**config.mk**
```make
export PLATFORM = sky130hd
export DESIGN_NAME = serial_nibble_adder
export DESIGN_NICKNAME = d
export VERILOG_FILES = /design/src/rtl/serial_nibble_adder_pkg.sv /design/src/rtl/serial_nibble_adder.sv
export SDC_FILE = /design/constraint.sdc
export NUM_CORES = 1
export LEC_CHECK = 0
export BUFFER_PORTS_ARGS = -buffer_cell sky130_fd_sc_hd__buf_2
export CORE_AREA = 3 3 89 91
export CTS_CLUSTER_SIZE = 14
export DETAILED_ROUTE_END_ITERATION = 10
export DIE_AREA = 0 0 92 94
export SYNTH_ARGS = -nofsm -noshare
export SYNTH_HDL_FRONTEND = slang
export SYNTH_SLANG_ARGS = --single-unit
```
**constraint.sdc**
```tcl
create_clock -name clk -period 5.75 [get_ports clk]
set_clock_uncertainty 0.2 [all_clocks]
set_input_delay 0.575 -clock clk [delete_from_list [all_inputs] [get_ports clk]]
set_output_delay 0.575 -clock clk [all_outputs]
set_load 0.005 [all_outputs]
```
**src/rtl/serial_nibble_adder_pkg.sv**
```systemverilog
// Shared state encoding and nibble width for the serial nibble add controller.
package serial_add_pkg;

  localparam int NIBBLE_W = 4;

  typedef enum logic [1:0] {
    IDLE = 2'd0,
    RUN  = 2'd1,
    DONE = 2'd2
  } state_t;

endpackage

```
**src/rtl/serial_nibble_adder.sv**
```systemverilog
// Sequences wide operands through an external 4-bit adder, one nibble per cycle; out_valid rises NIBBLES cycles after accept.
// in_ready only in IDLE; the result is held in DONE until out_ready.
module serial_nibble_adder
  import serial_add_pkg::*;
#(
  parameter int  NIBBLES = 4,
  localparam int W       = NIBBLE_W * NIBBLES
) (
  input  logic                clk,
  input  logic                rst,
  input  logic                in_valid,
  output logic                in_ready,
  input  logic [W-1:0]        op_a,
  input  logic [W-1:0]        op_b,
  input  logic                cin,
  output logic [NIBBLE_W-1:0] adder_a,
  output logic [NIBBLE_W-1:0] adder_b,
  output logic                adder_cin,
  input  logic [NIBBLE_W:0]   adder_sum,
  output logic                out_valid,
  input  logic                out_ready,
  output logic [W:0]          result,
  output logic                busy
);

  localparam int IDX_W = (NIBBLES > 1) ? $clog2(NIBBLES) : 1;
  localparam logic [IDX_W-1:0] LAST_IDX = IDX_W'(NIBBLES - 1);

  state_t           state;
  logic [W-1:0]     a_reg;
  logic [W-1:0]     b_reg;
  logic             carry;
  logic [IDX_W-1:0] idx;

  assign in_ready = !rst && (state == IDLE);
  assign busy     = (state != IDLE);

  // The adder is zero-latency: its result returns combinationally in the same cycle.
  always_comb begin
    adder_a   = '0;
    adder_b   = '0;
    adder_cin = 1'b0;
    if (state == RUN) begin
      adder_a   = a_reg[NIBBLE_W*int'(idx) +: NIBBLE_W];
      adder_b   = b_reg[NIBBLE_W*int'(idx) +: NIBBLE_W];
      adder_cin = carry;
    end
  end

  always_ff @(posedge clk) begin
    if (rst) begin
      state     <= IDLE;
      a_reg     <= '0;
      b_reg     <= '0;
      carry     <= 1'b0;
      idx       <= '0;
      result    <= '0;
      out_valid <= 1'b0;
    end else begin
      case (state)
        IDLE: begin
          if (in_valid) begin
            a_reg <= op_a;
            b_reg <= op_b;
            carry <= cin;
            idx   <= '0;
            state <= RUN;
          end
        end
        RUN: begin
          result[NIBBLE_W*int'(idx) +: NIBBLE_W] <= adder_sum[NIBBLE_W-1:0];
          carry <= adder_sum[NIBBLE_W];
          idx   <= idx + IDX_W'(1);
          if (idx == LAST_IDX) begin
            result[W] <= adder_sum[NIBBLE_W];
            idx       <= '0;
            out_valid <= 1'b1;
            state     <= DONE;
          end
        end
        DONE: begin
          if (out_ready) begin
            out_valid <= 1'b0;
            state     <= IDLE;
          end
        end
        default: state <= IDLE;
      endcase
    end
  end

endmodule

```
==> qor.txt, run 1 <==
n_diodes: 0
hold buffer count at CTS: 0
syn_area_per_cell: 8.79 sq um
DR WL/cell: 12.6 um
most frequent cell after synthesis: nand2_1
Hold Path Class: reg -> reg
clock sinks: 55
syn_nets: 333
fill count: 802
Post-Synthesis Cell Area: 2500 sq um
grt ovf: 0
crit path max-delay cell type: dfxtp_1
largest net degree at the start of global routing: 61
post-synth top area cell: dfxtp_1
die area: 8650 sq um
Area growth syn-to-layout: 19.1%
max FFs per register: 17
setup violators final: 0
row cnt: 31
H-Tree Depth: 2
core area: 7210 sq um
max incr delay on CP: 980 ps
share of post-route cells with drive strength above 1: 26.1%
worst skew pair latency: 300 ps
RSZ-0062 raised after global routing: no
GR Util All Layers: 13.2%
area share of the largest cell type after synthesis: 44.1%
RD Place Congestion: 0.759
Vias per Instance: 4.65
Worst Path Buf+Inv: 1
worst path required time: 4970 ps
Post-DP HPWL: 3.89 mm
# DRC: 0
r2r setup slk: 3150 ps
max frequency: 335 MHz
Setup crit start kind: register
Final Slew Violations: 0
status: completed
IR Drop Worst-Case VDD: 0.000101 V
Iteration-0 DRC Markers: 99
DR vias: 2063
initial antenna violation count: 0
sequential area share after synthesis: 44.1%
Cells after DPL: 436
Crit path max-delay family: flip-flops
MaxCap Viol Count: 0
ys async rst share: 0%
Pwr Density: 259 nW/um^2
DRT Pass-1 Iters: 4
Yosys reg bits: 55
max-slew headroom at the worst pin: 30.3%
Warnings, synthesis: 0
Starting Density: 34.6%
number of port buffers: 70
Clock Tree Root: clkbuf_8
Tcrit/Tclk final: 51.9%
top post-synthesis cells by area: dfxtp_1 44%, nand2_1 11%, a21oi_1 9.2%, mux4_2 5.4%, ha_1 3.5%
total setup buffers inserted after CTS: 0
Cells after Synth: 284
critical path arrival: 2210 ps
Leakage Power: 1.24 nW
Num CTS Buffers: 5
Reg area: 1100 sq um
post_cts resized: 0
Worst Setup End Kind: output port
final critical-path required period: 2980 ps
Worst Max-Slew Pin Slew: 1040 ps
# nets final: 393
non-filler instance count after layout: 444
Main synth FF type: dfxtp_1
setup total negative slack: 0 ps
clock buffer depth: 2
global-route wire length before repair: 9.14 mm
Total Wirelength: 5.60 mm
critical-path cell list: mux4_1, and2_1, buf_2
clock-pin slew on the worst setup and hold paths: 100 ps
EDFF count, synth: 0
CTS tree: yes
Synth cell types: 35
Final ANT Viol Nets: 0
WS Path Type: reg -> out
Vert. Die Dim: 94 um
Final Hold Fails: 0
die width: 92 um
area of the multi-input gates: 1220 sq um
synth cell count leaders: 74 x nand2_1, 55 x dfxtp_1, 46 x a21oi_1, 11 x and2_1, 11 x inv_1
# IOs: 71
vias in the first global route: 1943
CP max FO: 23
==> per-stage QoR <==
| stage | power [mW] | utilization, % | hold slack, ps | area, sq um | setup WS [ps] |
|---|---|---|---|---|---|
| 2_1_floorplan | 0.482 | - | 232 | 2500 | 3720 |
| 3_3_place_gp | 0.509 | 39.6 | 237 | 2850 | 3080 |
| 3_5_place_dp | 0.511 | 39.6 | 242 | 2850 | 3060 |
| 4_1_cts | 0.782 | 41.2 | 256 | 2980 | 2710 |
| 5_1_grt | 0.810 | 41.2 | 274 | 2980 | 2630 |
| 6_report | 0.770 | 41.2 | 253 | 2980 | 2770 |
==> report_power, final <==
group | leakage, nW | internal (mW) | switching, mW
registers | 0.449 | 0.398 | 0.0146
clock network | 0.0618 | 0.143 | 0.126
logic | 0.727 | 0.0417 | 0.0462
==> final timing paths <==
| check | from | to | cells after the start |
|---|---|---|---|
| setup / recovery | idx[0] | adder_a[3] | 3 |
| hold / removal | result[13] | result[13] | 2 |
| setup reg to reg | idx[0] | result[9] | 5 |
| hold reg to reg | result[13] | result[13] | 2 |
==> cells in the final DEF, fill, tap and decap left out, types with 3 or more instances in the layout <==
cell,synthesis,layout
a21oi_1,46,46
nand2_1,74,74
and2_1,11,11
and3b_1,3,3
dfxtp_1,55,55
ha_1,7,7
inv_1,11,11
buf_2,3,70
nand2b_1,5,5
nor2_1,8,8
mux4_2,6,6
o32ai_1,8,8
clkbuf_8,0,6
nand4_1,9,9
==> worst register-to-register path, cell delays in order, from the launching register on <==
cell	delay, ps
dfxtp_1	980
inv_1	260
ha_1	410
nor2b_1	300
nand3_1	200
o32ai_1	170
==> kinds of logic (layout without fill, tap and decap cells) <==
kind of cell | count (synthesis) | count (layout) | share of synthesized area [%]
simple gates | 125 | 125 | 24.0
compound gates | 58 | 58 | 13.3
flops | 55 | 55 | 44.1
buf+inv | 30 | 91 | 7.21
mux | 9 | 9 | 7.92
fa+ha+maj | 7 | 7 | 3.51
==> layout make-up <==
cell class	count	share of cell area (%)
sequential	55	37.0
clock inverter	2	1.30
tap	99	4.16
clock buffer	6	2.78
multi-input combinational	199	41.1
timing repair buffer	72	12.3
inverter	11	1.39
==> per-layer routing <==
layer,up-vias,wire (um),track usage [%]
li1,1083,-,-
met1,934,2680,17.1
met2,44,2640,22.1
met3,2,230,3.04
met4,0,42,3.71
met5,-,0,0
Power figures use the tool's default switching activity.
==> inputs of run 2 (changes only) <==
--- a/config.mk
+++ b/config.mk
@@ -5,11 +5,12 @@
 export SDC_FILE = /design/constraint.sdc
 export NUM_CORES = 1
 export LEC_CHECK = 0
+export ABC_AREA = 1
 export BUFFER_PORTS_ARGS = -buffer_cell sky130_fd_sc_hd__buf_2
-export CORE_AREA = 3 3 89 91
+export CORE_AREA = 3 3 91 93
 export CTS_CLUSTER_SIZE = 14
 export DETAILED_ROUTE_END_ITERATION = 10
-export DIE_AREA = 0 0 92 94
+export DIE_AREA = 0 0 94 96
 export SYNTH_ARGS = -nofsm -noshare
 export SYNTH_HDL_FRONTEND = slang
 export SYNTH_SLANG_ARGS = --single-unit
==> constraint.sdc (replaced) <==
create_clock -name clk -period 2.6 [get_ports clk]
set_clock_uncertainty 0.2 [all_clocks]
set_input_delay 0.26 -clock clk [delete_from_list [all_inputs] [get_ports clk]]
set_output_delay 0.26 -clock clk [all_outputs]
set_load 0.005 [all_outputs]
==> qor.txt, run 2 <==
status: completed
setup violators final: 0 (unchanged)
Vert. Die Dim: 96 um (+2.1%)
Num CTS Buffers: 5 (unchanged)
Setup crit start kind: register
sequential area share after synthesis: 42.5% (-1.6 points)
H-Tree Depth: 2 (unchanged)
RD Place Congestion: 0.825 (+8.7%)
area post-placement: 3010 sq um (+5.5%)
Synth cell types: 23 (-34%)
Starting Density: 34.1% (-0.54 points)
Area growth syn-to-layout: 21.1%
area share of the largest cell type after synthesis: 42.5% (-1.6 points)
total setup buffers inserted after CTS: 0 (unchanged)
final critical-path required period: 2120 ps
syn_area_per_cell: 6.66 sq um (-24%)
Post-Synthesis Cell Area: 2590 sq um (+3.8%)
Vias per Instance: 4.57 (-1.6%)
commonest non-fill, non-tap cell in the layout: nor2_1
Total Wirelength: 6.51 mm (+16%)
Leakage Power: 1.52 nW (+23%)
# IOs: 71 (unchanged)
DRT Pass-1 Iters: 5 (+1)
Synth Area in Adders: 3.38% (-0.13 points)
Reg power frac: 54.5% (+1.0 points)
post_cts resized: 0 (unchanged)
worst skew pair latency: 300 ps (about the same)
Warnings, synthesis: 0 (unchanged)
Tcrit/Tclk final: 81.7%
syn_nets: 438 (+32%)
Psw: 478 uW (+160%)
global-route wire length before repair: 10.7 mm (+17%)
# nets final: 507 (+29%)
DR vias: 2561 (+24%)
synth cell count leaders: 116 x nor2_1, 61 x nand2_1, 55 x dfxtp_1, 37 x o21ai_0, 36 x inv_1
Final Hold Fails: 0 (unchanged)
MaxCap Viol Count: 0 (unchanged)
GR Util All Layers: 14.7% (+1.5 points)
top post-synthesis cells by area: dfxtp_1 42%, nor2_1 17%, nand2_1 8.8%, o21ai_0 7.1%, a21oi_1 5.2%
max frequency: 471 MHz
Worst Setup End Kind: output port
ys async rst share: 0% (unchanged)
Post-DP HPWL: 4.83 mm (+24%)
largest family of logic cells by synthesized area: simple AND/OR/NAND/NOR gates
Hold Path Class: in -> reg
Main synth FF type: dfxtp_1
xor and xnor area share after synthesis: 0% (unchanged)
clock buffer depth: 2 (unchanged)
post-synthesis compound-gate area fraction: 14.5% (+1.2 points)
max-slew headroom at the worst pin: 66.3% (+36 points)
DR WL/cell: 11.6 um (-7.8%)
RSZ-0062 raised after global routing: no
number of port buffers: 70 (unchanged)
clock share of power: 28.3% (-6.8 points)
die area: 9020 sq um (+4.3%)
WS Path Type: reg -> out
combinational share of power: 17.2% (+5.8 points)
n_diodes: 0 (unchanged)
clock sinks: 55 (unchanged)
die width: 94 um (+2.2%)
clock-pin slew on the worst setup and hold paths: 90 ps (about the same)
largest net degree at the start of global routing: 35 (-43%)
most frequent cell after synthesis: nor2_1
CTS tree: yes
Sw Share: 28.2% (+3.9 points)
Pwr Density: 540 nW/um^2 (+110%)
Final Slew Violations: 0 (unchanged)
vias in the first global route: 2320 (+19%)
core area: 7610 sq um (+5.4%)
CP max FO: 16 (-30%)
post-synth top area cell: dfxtp_1
initial antenna violation count: 0 (unchanged)
Layout Utilization: 41.3% (about the same)
Pint: 1.22 mW (+110%)
EDFF count, synth: 0 (unchanged)
worst path required time: 2140 ps (-2830 ps)
simple-gate area share of the yosys netlist: 29.9% (+5.9 points)
mux contribution to synthesized area: 0% (-7.9 points)
Clock Tree Root: clkbuf_8
Finished Cell Area: 3140 sq um (+5.5%)
Worst Max-Slew Pin Slew: 505 ps (-540 ps)
Final ANT Viol Nets: 0 (unchanged)
Iteration-0 DRC Markers: 75 (-24%)
share of post-route cells with drive strength above 1: 20.1% (-6.0 points)
critical path arrival: 1660 ps (-550 ps)
setup total negative slack: 0 ps (unchanged)
row cnt: 32 (+3.2%)
Cells after Synth: 389 (+37%)
grt ovf: 0 (unchanged)
IR Drop Worst-Case VDD: 0.000293 V (+190%)
# DRC: 0 (unchanged)
max FFs per register: 17 (unchanged)
Yosys reg bits: 55 (unchanged)
most frequent cells in the layout: 116 x nor2_1, 70 x buf_2, 61 x nand2_1
-- run 2: cell families after synthesis --
group,after synthesis
simple gates,194
fa+ha+maj,7
buf+inv,58
compound gates,75
flops,55
-- run 2: final cells by class --
| class | count | area (sq um) |
|---|---|---|
| clock buffer | 6 | 82.6 |
| fill | 840 | 4470 |
| clock inverter | 1 | 5.00 |
| tap | 102 | 128 |
| inverter | 40 | 150 |
| multi-input combinational | 276 | 1240 |
| sequential | 55 | 1100 |
| timing repair buffer | 80 | 435 |
-- run 2: metal layers --
| layer | GRT usage (%) | vias up | share of wire (%) |
|---|---|---|---|
| li1 | - | 1344 | - |
| met1 | 19.4 | 1128 | 48 |
| met2 | 23.7 | 79 | 44 |
| met3 | 3.67 | 10 | 6.5 |
| met4 | 4.21 | 0 | 1.5 |
| met5 | 0 | - | 0 |
-- run 2: power groups by stage --
stage / clock network, mW / logic, mW / registers (mW)
2_1_floorplan: 0 / 0.200 / 0.937
3_3_place_gp: 0 / 0.285 / 0.944
3_5_place_dp: 0 / 0.289 / 0.944
4_1_cts: 0.502 / 0.294 / 0.925
5_1_grt: 0.531 / 0.338 / 0.931
6_report: 0.480 / 0.291 / 0.925
-- run 2: final timing paths --
check / start / to / depth (start not counted) / slack [ps]
max: idx[0] / adder_b[1] / 6 / 480
min: op_a[10] / a_reg[10] / 3 / 8
min reg2reg: b_reg[4] / b_reg[4] / 2 / 260
max reg2reg: idx[0] / result[2] / 8 / 710
-- run 2: metrics by stage --
step / power (mW) / hold WS [ps] / cells / setup slack [ps]
after floorplan: 1.14 / 209 / 389 / 725
after global placement: 1.23 / 243 / 549 / 796
after detailed placement: 1.23 / 249 / 549 / 738
after CTS: 1.72 / 0.0198 / 560 / 470
after global routing: 1.80 / 24.3 / 560 / 285
final: 1.70 / 7.87 / 560 / 477
-- run 2: critical path, cell delays in order (launching register included) --
cell	delay, ps
dfxtp_1	320
buf_4	180
inv_1	230
buf_4	210
o21ai_0	80
a21oi_1	180
buf_2	150
-- run 2: what timing repair did --
item,CTS,global route
hold buffers,4,0
setup endpoints to repair,0,0
hold endpoints to repair,4,0
==> inputs of run 3 (changes only) <==
==> constraint.sdc (replaced) <==
create_clock -name clk -period 2.2 [get_ports clk]
set_clock_uncertainty 0.2 [all_clocks]
set_input_delay 0.22 -clock clk [delete_from_list [all_inputs] [get_ports clk]]
set_output_delay 0.22 -clock clk [all_outputs]
set_load 0.005 [all_outputs]
==> qor.txt, run 3 (synthesis gave the netlist of run 2 again) <==
fill count: 812 (-3.3%)
Total Wirelength: 6.49 mm (-0.25%)
Worst Max-Slew Pin Slew: 1050 ps (+542 ps)
Worst Setup End Kind: output port
setup violators final: 0 (unchanged)
combinational share of power: 19.0% (+1.8 points)
Vert. Die Dim: 96 um (unchanged)
Layout Utilization: 45.3% (+4.0 points)
clock buffer depth: 2 (unchanged)
area of the multi-input gates: 1240 sq um (unchanged)
Post-DP HPWL: 4.66 mm (-3.5%)
Final ANT Viol Nets: 0 (unchanged)
CP max FO: 11 (-5)
Tcrit/Tclk final: 91.3%
status: completed
vias in the first global route: 2413 (+4.0%)
r2r setup slk: 450 ps (-260 ps)
global-route wire length before repair: 10.8 mm (+1.7%)
CTS tree: yes
clock share of power: 27.6% (-0.7 points)
worst skew pair latency: 300 ps (about the same)
Crit path max-delay family: flip-flops
setup total negative slack: 0 ps (unchanged)
critical path arrival: 1590 ps (-70 ps)
Pwr Density: 591 nW/um^2 (+9.4%)
Clock Tree Root: clkbuf_8
DR WL/cell: 11.0 um (-5.3%)
R2R depth: 5 (-3)
Hold Path Class: in -> reg
Vias per Instance: 4.42 (-3.5%)
max FFs per register: 17 (unchanged)
Final Hold Fails: 0 (unchanged)
max-slew headroom at the worst pin: 30.1% (-36 points)
max frequency: 498 MHz
Setup crit start kind: register
largest net degree at the start of global routing: 41 (+17%)
Leakage Power: 1.64 nW (+8.1%)
max incr delay on CP: 490 ps (+170 ps)
worst r2r dst: result[0]
n_diodes: 0 (unchanged)
Num CTS Buffers: 5 (unchanged)
Worst path depth: 3 (-3)
H-Tree Depth: 2 (unchanged)
Reg power frac: 53.5% (-1.0 points)
commonest non-fill, non-tap cell in the layout: nor2_1
RD Place Congestion: 0.791 (-4.2%)
Final Slew Violations: 0 (unchanged)
row cnt: 32 (unchanged)
clock sinks: 55 (unchanged)
Psw: 580 uW (+21%)
die area: 9020 sq um (unchanged)
final critical-path required period: 2010 ps
GR Util All Layers: 14.9% (+0.28 points)
RSZ-0062 raised after global routing: no
Area growth syn-to-layout: 32.9%
Reg area: 1100 sq um (unchanged)
Worst Path Buf+Inv: 1 (-3)
share of post-route cells with drive strength above 1: 19.3% (-0.83 points)
# DRC: 0 (unchanged)
WS Path Type: reg -> out
core area: 7610 sq um (unchanged)
Min-Delay Endpoint: b_reg[4]
Pint: 1.46 mW (+20%)
hold_sp: op_b[4]
post_cts resized: 0 (unchanged)
Hold Crit Depth: 3 (unchanged)
DRT Pass-1 Iters: 4 (-1)
grt ovf: 0 (unchanged)
# IOs: 71 (unchanged)
most frequent cells in the layout: 116 x nor2_1, 70 x buf_2, 61 x nand2_1
# nets final: 536 (+5.7%)
critical-path cell list: nand2_1, a21oi_1, buf_2
die width: 94 um (unchanged)
IR Drop Worst-Case VDD: 0.000400 V (+37%)
clock-pin slew on the worst setup and hold paths: 100 ps (about the same)
Iteration-0 DRC Markers: 92 (+23%)
hold buffer count at CTS: 32 (+28)
Starting Density: 34.1% (unchanged)
total setup buffers inserted after CTS: 0 (unchanged)
Worst R2R Start: state[0]
Sw Share: 28.5% (+0.28 points)
MaxCap Viol Count: 0 (unchanged)
DR vias: 2605 (+1.7%)
initial antenna violation count: 0 (unchanged)
number of port buffers: 70 (unchanged)
crit path max-delay cell type: dfxtp_1
worst path required time: 1780 ps (-360 ps)
[run 3: cell types whose count changed in the layout (fill, tap and decap cells not counted)]
cell and delta:
buf_12 +1, clkbuf_8 -1, clkinv_2 -1, clkinv_4 +2, clkinvlp_4 +1, dlygate4sd3_1 +28
[run 3: through the flow]
stage          hold slack (ps)  instance area (sq um)  worst slack [ps]  std cells  total power [mW]
4_1_cts                   27.3                   3450               157        590              2.08
5_1_grt                   39.8                   3450              67.9        590              2.17
6_report                  36.5                   3450               191        590              2.04
2_1_floorplan              169                   2590               325        389              1.34
3_3_place_gp               242                   3030               443        550              1.45
3_5_place_dp               250                   3030               413        550              1.46
[run 3: worst min-delay path: stages]
cell	delay, ps
buf_2	90
o21ai_0	80
a21oi_1	100
[run 3: power groups by stage]
| stage | combinational [mW] | sequential (mW) | clock (mW) |
|---|---|---|---|
| 6_report | 0.386 | 1.09 | 0.562 |
| 5_1_grt | 0.444 | 1.10 | 0.629 |
| 4_1_cts | 0.391 | 1.09 | 0.594 |
| 3_5_place_dp | 0.347 | 1.11 | 0 |
| 3_3_place_gp | 0.343 | 1.11 | 0 |
| 2_1_floorplan | 0.236 | 1.11 | 0 |
[run 3: per-layer routing]
metal	share of wire (%)	global-route usage [%]	vias to the layer above
li1	-	-	1402
met1	47	18.8	1137
met2	47	26.5	61
met3	5.2	3.21	5
met4	0.59	3.01	0
met5	0	0	-
[run 3: cell type report]
cell class,instances,share of cell area [%]
multi-input cells,276,35.9
well taps,102,3.70
flip-flops and latches,55,32.0
clock buffers,5,2.00
inverters,40,4.36
repair buffers,109,21.4
clock inverters,3,0.726
[run 3: worst max-delay path by stage]
stage	start	to	slack, ps
6_report	state[0]	adder_b[3]	190
5_1_grt	state[0]	adder_b[0]	70
4_1_cts	state[0]	adder_b[0]	160
3_5_place_dp	state[0]	result[1]	410
3_3_place_gp	state[0]	result[1]	440
2_1_floorplan	idx[1]	result[1]	320
